[config.mk]
export PLATFORM = sky130hd
export DESIGN_NAME = la_acq
export DESIGN_NICKNAME = d
export VERILOG_FILES = /design/src/rtl/la_acq.sv
export SDC_FILE = /design/constraint.sdc
export NUM_CORES = 1
export LEC_CHECK = 0
export ABC_AREA = 1
export CAP_MARGIN = 20
export CORE_ASPECT_RATIO = 1.1
export CORE_MARGIN = 2
export CORE_UTILIZATION = 45
export DETAILED_ROUTE_END_ITERATION = 12
export PLACE_DENSITY = 0.86
export SYNTH_ARGS = -nofsm -noshare
export SYNTH_HDL_FRONTEND = slang
export SYNTH_SLANG_ARGS = --single-unit
[constraint.sdc]
create_clock -name clk -period 4.6 [get_ports clk]
set_clock_uncertainty 0.2 [all_clocks]
set_input_delay 1.15 -clock clk [delete_from_list [all_inputs] [get_ports clk]]
set_output_delay 1.15 -clock clk [all_outputs]
set_load 0.005 [all_outputs]
[src/rtl/la_acq.sv]
// Logic-analyzer acquisition controller: gates the trigger-stage stream through a
// pre-trigger / armed / post-trigger sequence and terminates the capture with TLAST.
module la_acq #(
    parameter int DN = 2,
    parameter int DW = 8,
    parameter int CW = 32
) (
    input  logic              clk,
    input  logic              rstn,
    input  logic              ctl_rst,
    input  logic              ctl_acq,
    input  logic              ctl_stp,
    input  logic [CW-1:0]     cfg_pre,
    input  logic [CW-1:0]     cfg_pst,
    input  logic              trg_in,
    input  logic [DN*DW-1:0]  sti_tdata,
    input  logic [DN-1:0]     sti_tkeep,
    input  logic              sti_tvalid,
    output logic              sti_tready,
    output logic [DN*DW-1:0]  sto_tdata,
    output logic [DN-1:0]     sto_tkeep,
    output logic              sto_tlast,
    output logic              sto_tvalid,
    input  logic              sto_tready,
    output logic              sts_acq,
    output logic              sts_trg,
    output logic [CW-1:0]     sts_pre,
    output logic [CW-1:0]     sts_pst
);

    typedef enum logic [1:0] {IDLE, PRE, ARM, POST} state_t;

    localparam logic [CW-1:0] ONE = CW'(1);

    state_t        state, state_nxt;
    logic          trg_nxt;
    logic [CW-1:0] pre_nxt, pst_nxt;
    logic [CW-1:0] pre_inc;
    logic          active, xfer, pre_done, pst_done, pst_zero;

    function automatic logic [CW-1:0] sat_inc(input logic [CW-1:0] v);
        return (&v) ? v : v + ONE;
    endfunction

    assign active     = (state != IDLE);
    assign sto_tdata  = sti_tdata;
    assign sto_tkeep  = sti_tkeep;
    assign sto_tvalid = sti_tvalid & active;
    assign sti_tready = active ? sto_tready : 1'b1;
    assign xfer       = sti_tvalid & sti_tready;
    assign sts_acq    = active;

    assign pre_inc  = sat_inc(sts_pre);
    assign pre_done = (pre_inc == cfg_pre);
    assign pst_done = ((sts_pst + ONE) == cfg_pst);
    assign pst_zero = (cfg_pst == '0);

    // TLAST is held with the beat while stalled so it stays stable with tdata
    assign sto_tlast = sti_tvalid &
                       (((state == ARM) & trg_in & pst_zero) |
                        ((state == POST) & pst_done));

    always_comb begin
        state_nxt = state;
        pre_nxt   = sts_pre;
        pst_nxt   = sts_pst;
        trg_nxt   = sts_trg;
        if (ctl_rst) begin
            state_nxt = IDLE;
            pre_nxt   = '0;
            pst_nxt   = '0;
            trg_nxt   = 1'b0;
        end else begin
            if (xfer) begin
                case (state)
                    PRE: begin
                        pre_nxt = pre_inc;
                        if (pre_done) state_nxt = ARM;
                    end
                    ARM: begin
                        if (trg_in) begin
                            trg_nxt   = 1'b1;
                            state_nxt = pst_zero ? IDLE : POST;
                        end else begin
                            pre_nxt = pre_inc;
                        end
                    end
                    POST: begin
                        pst_nxt = sts_pst + ONE;
                        if (pst_done) state_nxt = IDLE;
                    end
                    default: ;
                endcase
            end
            // A beat accepted alongside stop is still counted; only the state is overridden
            if (ctl_stp) begin
                state_nxt = IDLE;
            end else if (ctl_acq && !active) begin
                pre_nxt   = '0;
                pst_nxt   = '0;
                trg_nxt   = 1'b0;
                state_nxt = (cfg_pre != '0) ? PRE : ARM;
            end
        end
    end

    always_ff @(posedge clk) begin
        if (!rstn) begin
            state   <= IDLE;
            sts_pre <= '0;
            sts_pst <= '0;
            sts_trg <= 1'b0;
        end else begin
            state   <= state_nxt;
            sts_pre <= pre_nxt;
            sts_pst <= pst_nxt;
            sts_trg <= trg_nxt;
        end
    end

endmodule

== Word level (Yosys, flattened, before mapping) ==
Cells that the tools add are included.

* Register bits: 67
* Word-level logic and storage cells: 57
* Input port bits: 90
* Output and inout bits: 87

* Bitwise gates (word level): 8
* Muxes and demuxes: 24
* Reductions and logical operators: 11
* Equality and inequality tests: 8
* Add/subtract/negate cells: 2

{| class="wikitable"
|+ Operators by type and width
! kind !! number
|-
| $mux W32 || 9
|-
| $add A32 B1 Y32 const B || 2
|-
| $eq A32 B32 Y1 || 2
|-
| $pmux W32 S2 || 1
|-
| $logic_not A32 Y1 || 1
|-
| $reduce_and A32 Y1 || 1
|-
| $reduce_bool A32 Y1 || 1
|-
| $mux W2 || 7
|-
| $and A1 B1 Y1 || 6
|-
| $mux W1 || 6
|-
| $ne A3 B2 Y1 const B || 2
|-
| $pmux W2 S3 || 1
|-
| $reduce_and A5 Y1 || 1
|-
| $eq A2 B2 Y1 const B || 2
|-
| $reduce_bool A2 Y1 || 2
|-
| $reduce_bool A4 Y1 || 1
|-
| $ne A3 B3 Y1 const B || 1
|-
| $reduce_or A3 Y1 || 1
|-
| $eq A2 B1 Y1 const B || 1
|-
| $reduce_or A2 Y1 || 1
|-
| $logic_and A1 B1 Y1 || 1
|-
| $logic_not A1 Y1 || 1
|-
| $not A1 Y1 || 1
|-
| $or A1 B1 Y1 || 1
|}

== Longest topological paths before layout ==
Gate-level depths: netlist of run 1.

* Word-level depth: 7
* Gate-level depth with buffers: 21
* Depth with buffers taken out: 21

== Least setup slack after synthesis of run 1 ==
Ideal clock, no wire load.

* Path kind: input-to-output
* Start: in cfg_pst[0]
* End: out sto_tlast
* Slack: 1,208 ps
* Data required time: 3,250 ps
* Arrival time: 2,042 ps
* Stages: 7
* Buffers on the path: 0
* Cells stage by stage: xor2_1 -> nand2_1 -> nor3_1 -> nand3_1 -> nor3_2 -> nand4_1 -> a21oi_1

* Word-level cells in the longest chain between the ends: 4
* Elaborated cells between the ends (all ways): 6
* Classes of those cells: eq/ne: 1; bitwise: 4; reduce/logical: 1

{| class="wikitable"
|+ Ends and longest elaborated chain
! item !! RTL line !! text
|-
| from (decl) || 14 || <nowiki>input logic [CW-1:0] cfg_pst,</nowiki>
|-
| $eq A32 B32 Y1 or $logic_not A32 Y1 (tied branches) || 55, 56 ||
|-
| $and A1 B1 Y1, on equally long branches || 61, 60 ||
|-
| $or A1 B1 Y1 * || 60 || <nowiki>(((state == ARM) & trg_in & pst_zero) |</nowiki>
|-
| $and A1 B1 Y1 * || 59 || <nowiki>assign sto_tlast = sti_tvalid &</nowiki>
|-
| to (decl) || 22 || <nowiki>output logic sto_tlast,</nowiki>
|}

Every way passes the cells marked *; elsewhere a longest branch is shown, timed or not.

== Worst setup path in the final report of run 1 ==
* Start: in cfg_pst[13]
* End: out sto_tlast

The elaborated chain is that of the path after synthesis.

==> impl_metrics.json, run 1 <==
{
  "diodes": 0,
  "hpwl_mm": 15.9,
  "cp-start-kind": "input pin",
  "place_inst": 1410,
  "finalCriticalPeriod_ns": 4.51,
  "first_global_vias": 6792,
  "grt_overflow_total": 0,
  "numCtsBuffers": 9,
  "syn-cell-area_mm2": 0.00622,
  "maxCapViolations": 0,
  "clock_path_buffers": 2,
  "p_leak_nw": 3.38,
  "clock_latency_ns": 0.34,
  "hold_viol": 0,
  "ir_worst_vdd_v": 0.000122,
  "numClockSinks": 67,
  "instances_no_fill": 1430,
  "drt_iter0_markers": 517,
  "synth_cells": 1116,
  "dieArea_mm2": 0.0148,
  "startpoint": "cfg_pst[13]",
  "drive_above_1_share_pct": 6.12,
  "rsz0062_at_grt": "no",
  "critical_path.max_fanout": 3,
  "worstReg2RegEnd": "state[0]",
  "crit_chain": "clkdlybuf4s50_1 -> nor4_1 -> nand4_1 -> nor2_2 -> nand2_1 -> a21oi_1 -> clkdlybuf4s50_1",
  "num-nets-final": 1333,
  "numPortBuffers": 140,
  "routabilityCongestion": 0.950,
  "grt_max_degree": 52,
  "clock-root-buffer": "clkbuf_16",
  "grt_first_pass_wirelength_mm": 32.4,
  "die_y_um": 127,
  "dieWidth_um": 116,
  "yosysWarnings": 0,
  "route.detailed.drc": 0,
  "vias_per_cell": 5.22,
  "tightest_slew_ns": 0.730,
  "synth-seq-cells": 67,
  "crit_cells": 7,
  "antenna_left": 0,
  "fmax_mhz": 222,
  "setup_violations": 0,
  "area_growth_pct": 30.1,
  "p_per_area_mw_per_mm2": 179,
  "ys_types": 36,
  "layout_worst_path_cycle_share_pct": 98.1,
  "r2r_setup_slack_ns": 1.27,
  "worstSetupPathType": "in -> out",
  "dr.pass1.iters": 6,
  "critPathRequiredTime_ns": 3.25,
  "core_mm2": 0.0136,
  "hold_buffers": 0,
  "start_util_pct": 45.6,
  "timing.rr.start": "sts_pre[1]",
  "setup_ws_ns": 0.0880,
  "min_path_type": "reg -> reg",
  "grt_usage_pct": 27.8,
  "cp_slowest_cell": "clkdlybuf4s50_1",
  "cts_tree": "yes",
  "cpMostUsedCell": "clkdlybuf4s50_1",
  "synth_nets": 1212,
  "critPathTopFamily": "buffers and inverters",
  "ioPinCount": 177,
  "worstPathArrival_ns": 3.16,
  "slew_viol_final": 0,
  "clk_pin_slew_ns": 0.05,
  "outcome": "finished clean",
  "wl_per_cell_um": 14.3,
  "worst-path-buf-inv": 2,
  "synth-seq-area-share_pct": 21.6,
  "vias": 7468,
  "avgSynthCellArea_um2": 5.57,
  "end_kind": "output pin",
  "ff2ff_path_depth": 17,
  "endpoint": "sto_tlast",
  "cpPeakStageDelay_ns": 0.53,
  "row_count": 45,
  "wirelength_mm": 20.5,
  "pre_cts_slack_ns": -0.141,
  "slew_headroom_pct": 51.3,
  "htree_num_levels": 3,
  "fillers": 1380,
  "antenna_found_initial": 0
}
==> synthesized netlist by cell type <==
cell type  number  share of area [%]
dfxtp_1        67                 22
a22oi_1        26                3.1
nand3_1        87                7.0
o211ai_1        3               0.36
nor2_2         10                1.0
o21bai_1        4               0.48
buf_4          19                2.3
nor3_1          2               0.16
clkbuf_1       18                1.1
a211oi_1        2               0.24
nor2_1        162                9.8
nand3b_1       31                3.7
nor2_4          7                1.3
nand4_1        11                1.1
nand2_1       402                 24
nor3_2          1               0.16
nor4_1         16                1.6
a32oi_1         1               0.14
a21oi_2         1               0.14
buf_2           3               0.24
nand3_2         1               0.16
o21ai_1         1              0.080
buf_6           2               0.36
a31oi_1         1               0.10
nand2_4         4               0.72
ha_1            6                1.2
inv_2           1              0.060
clkinv_1        1              0.060
inv_1         122                7.4
nor2_8          1               0.32
nand2_2         7               0.70
xor2_1         14                2.0
xnor2_1         7               0.99
or2_2           1               0.10
o21ai_0        37                3.0
a21oi_1        37                3.0
==> worst min-delay path by stage <==
stage	start	end	slack, ns	cells past startpoint
after floorplan	sts_trg	sts_trg	0.26	2
after global placement	sts_trg	sts_trg	0.25	2
after detailed placement	sts_trg	sts_trg	0.26	2
after CTS	sts_trg	sts_trg	0.27	2
after global routing	sts_trg	sts_trg	0.33	2
final	sts_trg	sts_trg	0.27	2
==> tightest hold or removal path, delay by kind of cell (launching register included) <==
family / cells / cell delay, ns
compound gates: 1 / 0.05
flops: 1 / 0.32
simple gates: 1 / 0.07
==> metrics by stage <==
stage	power (mW)	cell area [µm²]	setup TNS, ns	util [%]	hold WS, ns
2_1_floorplan	0.671	6220	0	-	0.260
3_3_place_gp	0.754	7680	-0.149	56.4	0.252
3_5_place_dp	0.756	7680	-0.141	56.4	0.259
4_1_cts	1.46	8000	0	58.7	0.271
5_1_grt	1.50	8090	0	59.4	0.334
6_report	1.45	8090	0	59.4	0.269
==> metal layers <==
layer / global-route usage, % / wire length [µm] / vias to the layer above / part of all wire [%]
met5: 0 / 0 / - / 0
met4: 15.5 / 1120 / 0 / 5.5
met3: 4.08 / 1440 / 73 / 7.0
met2: 48.6 / 9890 / 317 / 48
met1: 32.1 / 8070 / 3273 / 39
li1: - / - / 3805 / -
==> placed cells by master, fill, tap and decap left out, types with 3 or more instances in the layout <==
| master | instances |
|---|---|
| o21bai_1 | 4 |
| nand2_4 | 4 |
| nor4_1 | 13 |
| dfxtp_1 | 64 |
| xor2_1 | 14 |
| dfxtp_2 | 3 |
| nor2_1 | 155 |
| dlymetal6s2s_1 | 4 |
| buf_4 | 12 |
| nand3b_1 | 31 |
| o211ai_1 | 3 |
| xnor2_1 | 7 |
| clkdlybuf4s50_1 | 136 |
| inv_1 | 121 |
| nand2_1 | 402 |
| clkbuf_16 | 9 |
| ha_1 | 5 |
| nand3_1 | 86 |
| nor2_2 | 14 |
| o21ai_0 | 37 |
| clkbuf_1 | 4 |
| nand2_2 | 7 |
| a22oi_1 | 26 |
| a21oi_1 | 37 |
| nor2_4 | 10 |
| nand4_1 | 11 |
==> area by class of cell <==
class                   count  area [µm²]  share of cell area, %
clock inverters             2        35.0                  0.433
well taps                 188         235                   2.91
flip-flops and latches     67        1350                   16.6
clock buffers              14         254                   3.14
inverters                 124         465                   5.75
multi-input cells         883        4250                   52.6
repair buffers            152        1500                   18.6
==> power by group <==
part / internal [mW] / leakage (nW) / total (mW) / switching [mW]
clock: 0.435 / 0.141 / 0.699 / 0.264
sequential: 0.581 / 0.541 / 0.582 / 0.000717
combinational: 0.0867 / 2.70 / 0.166 / 0.0797
==> sequential cells by signal, summed over array words and instances (netlist names) <==
signal and count:
sts_pst 32, sts_pre 32, sts_trg 1, state 2
==> what timing repair did <==
| action | in CTS | in global routing |
|---|---|---|
| buffers inserted | 0 | 4 |
| endpoints found under the setup margin | 1 | 1 |
| pin swaps | 2 | 3 |
| gates resized for setup | 7 | 17 |
==> logic make-up after synthesis <==
kind of cell               count (synthesis)  share of synthesized area, %
and+or+nand+nor                          743                          52.1
buffers and inverters                    166                          11.5
AOI/OAI and AO/OA                        113                          10.6
DFF                                       67                          21.6
xor gates and xnor gates                  21                          2.96
adders and majority gates                  6                          1.21
Note: power is estimated with default switching activity, not from simulation.
==> run 2: changes to the inputs <==
--- a/config.mk
+++ b/config.mk
@@ -5,7 +5,6 @@
 export SDC_FILE = /design/constraint.sdc
 export NUM_CORES = 1
 export LEC_CHECK = 0
-export ABC_AREA = 1
 export CAP_MARGIN = 20
 export CORE_ASPECT_RATIO = 1.1
 export CORE_MARGIN = 2
==> constraint.sdc (replaced) <==
create_clock -name clk -period 4.9 [get_ports clk]
set_clock_uncertainty 0.2 [all_clocks]
set_input_delay 1.225 -clock clk [delete_from_list [all_inputs] [get_ports clk]]
set_output_delay 1.225 -clock clk [all_outputs]
set_load 0.005 [all_outputs]
==> impl_metrics.json, run 2 <==
{
  "outcome": "finished clean",
  "finalCriticalPeriod_ns": 4.81,
  "clock-root-buffer": "clkbuf_16",
  "die_y_um": 126,
  "cpPeakStageDelay_ns": 0.43,
  "htree_num_levels": 3,
  "layout_commonest_cell": "clkdlybuf4s50_1",
  "synthFlopType": "dfxtp_1",
  "hold_ws_ns": 0.306,
  "seq_area_mm2": 0.00134,
  "dieWidth_um": 115,
  "diodes": 0,
  "area_growth_pct": 30.9,
  "numPortBuffers": 140,
  "cp-start-kind": "input pin",
  "numClockSinks": 67,
  "synth-seq-cells": 67,
  "p_leak_nw": 2.62,
  "hold_viol": 0,
  "fmax_mhz": 208,
  "dieArea_mm2": 0.0145,
  "multiInputGateArea_mm2": 0.00438,
  "hpwl_mm": 15.0,
  "critPathRequiredTime_ns": 3.47,
  "antenna_found_initial": 0,
  "worstSetupPathType": "in -> out",
  "ys_top_cells_by_area": "dfxtp_1, xnor2_1, xor2_1, nor2_1, a21oi_1",
  "tightest_slew_ns": 0.735,
  "grt_max_degree": 55,
  "start_util_pct": 46.0,
  "fillers": 1186,
  "route.detailed.drc": 0,
  "yosysWarnings": 0,
  "power.total_mw": 1.49,
  "grt_overflow_total": 0,
  "ir_worst_vdd_v": 0.000152,
  "end_kind": "output pin",
  "finalSetupTns_ns": 0,
  "routabilityCongestion": 1.01,
  "drive_above_1_share_pct": 9.96,
  "synth_nets": 913,
  "dr.pass1.iters": 5,
  "synth_top_area_cell": "dfxtp_1",
  "num-nets-final": 1025,
  "final_cell_mix": "clkdlybuf4s50_1, nor2_1, dfxtp_1",
  "vias_per_cell": 6.21,
  "worstPathArrival_ns": 3.39,
  "synthTopCellsByCount": "nor2_1, dfxtp_1, nand2_1",
  "antenna_left": 0,
  "clk_pin_slew_ns": 0.05,
  "placed_cell_area_mm2": 0.00753,
  "fin_util_pct": 60.3,
  "design_area_mm2": 0.00796,
  "place_inst": 1079,
  "crit_chain": "buf_4 -> xnor2_4 -> xnor2_1 -> o41ai_2 -> o2111ai_2 -> or4_1 -> nor4_1 -> and4b_1 -> a32oi_1 -> nor2b_1 -> buf_2",
  "syn-cell-area_mm2": 0.00608,
  "async_reset_ff_share_pct": 0,
  "clock_path_buffers": 2,
  "wirelength_mm": 20.2,
  "synth.most_common_cell": "nor2_1",
  "clock_latency_ns": 0.34,
  "wl_per_cell_um": 18.4,
  "row_count": 44,
  "instances_no_fill": 1095,
  "synth_cells": 817,
  "cp_slowest_cell": "or4_1",
  "setup_violations": 0,
  "min_path_type": "reg -> reg",
  "critical_path.max_fanout": 2,
  "pre_cts_slack_ns": -0.709,
  "numCtsBuffers": 9,
  "first_global_vias": 6271,
  "avgSynthCellArea_um2": 7.44,
  "core_mm2": 0.0132,
  "ioPinCount": 177,
  "top_regs": "sts_pre x32, sts_pst x32, state x2",
  "ys_types": 80,
  "grt_usage_pct": 26.9,
  "cts_tree": "yes",
  "slew_viol_final": 0,
  "slew_headroom_pct": 51.0,
  "vias": 6800,
  "maxCapViolations": 0,
  "drt_iter0_markers": 729,
  "synth_edf_count": 0,
  "layout_worst_path_cycle_share_pct": 98.2,
  "setup_ws_ns": 0.0895,
  "p_per_area_mw_per_mm2": 187,
  "cts_setup_buffers": 0,
  "yosys.area.top_type_share_pct": 22.1,
  "grt_first_pass_wirelength_mm": 31.3,
  "synth-seq-area-share_pct": 22.1
}
[run 2: cell type report]
cell class,count,share of cell area [%]
Multi-Input combinational cell,666,55.0
Timing Repair Buffer,173,20.8
Sequential cell,67,16.8
Clock buffer,11,3.05
Tap cell,161,2.53
Clock inverter,5,1.26
Inverter,12,0.566
[run 2: timing repair]
action | 4_1_cts | 5_1_grt
resized for setup | 10 | 30
endpoints found under the setup margin | 1 | 1
hold buffers | 0 | 0
pin swaps | 5 | 11
[run 2: final timing paths]
kind | start | end | slack, ns | cells after the start
max | cfg_pst[8] | sto_tlast | 0.09 | 11
min | sts_trg | sts_trg | 0.31 | 2
max reg2reg | sts_pre[1] | state[0] | 0.98 | 11
min reg2reg | sts_trg | sts_trg | 0.31 | 2
[run 2: kinds of logic after synthesis]
kind of cell,synth area share (%)
adder cells (fa/ha/maj),1.23
XOR/XNOR,15.1
buffers and inverters,7.53
flip-flops,22.1
AO/OA/AOI/OAI,18.5
AND/OR/NAND/NOR,34.7
multiplexers,0.843
[run 2: critical path: cells and delay by family]
kind / cells / cell delay (ns)
and+or+nand+nor: 4 / 1.06
AOI/OAI and AO/OA: 3 / 0.58
xor gates and xnor gates: 2 / 0.28
buffers and inverters: 2 / 0.25
[run 2: report_power, final]
group,total [mW],internal [mW],leakage [nW],switching (mW)
sequential,0.546,0.545,0.539,0.000434
clock,0.760,0.509,0.169,0.251
combinational,0.183,0.0984,1.92,0.0845
total,1.49,1.15,2.62,0.336
[run 2: routing by layer]
metal / routed length [µm] / track usage, %
met3: 1970 / 6.69
met4: 711 / 11.4
met5: 0 / 0
met2: 9420 / 43.8
met1: 8060 / 33.5
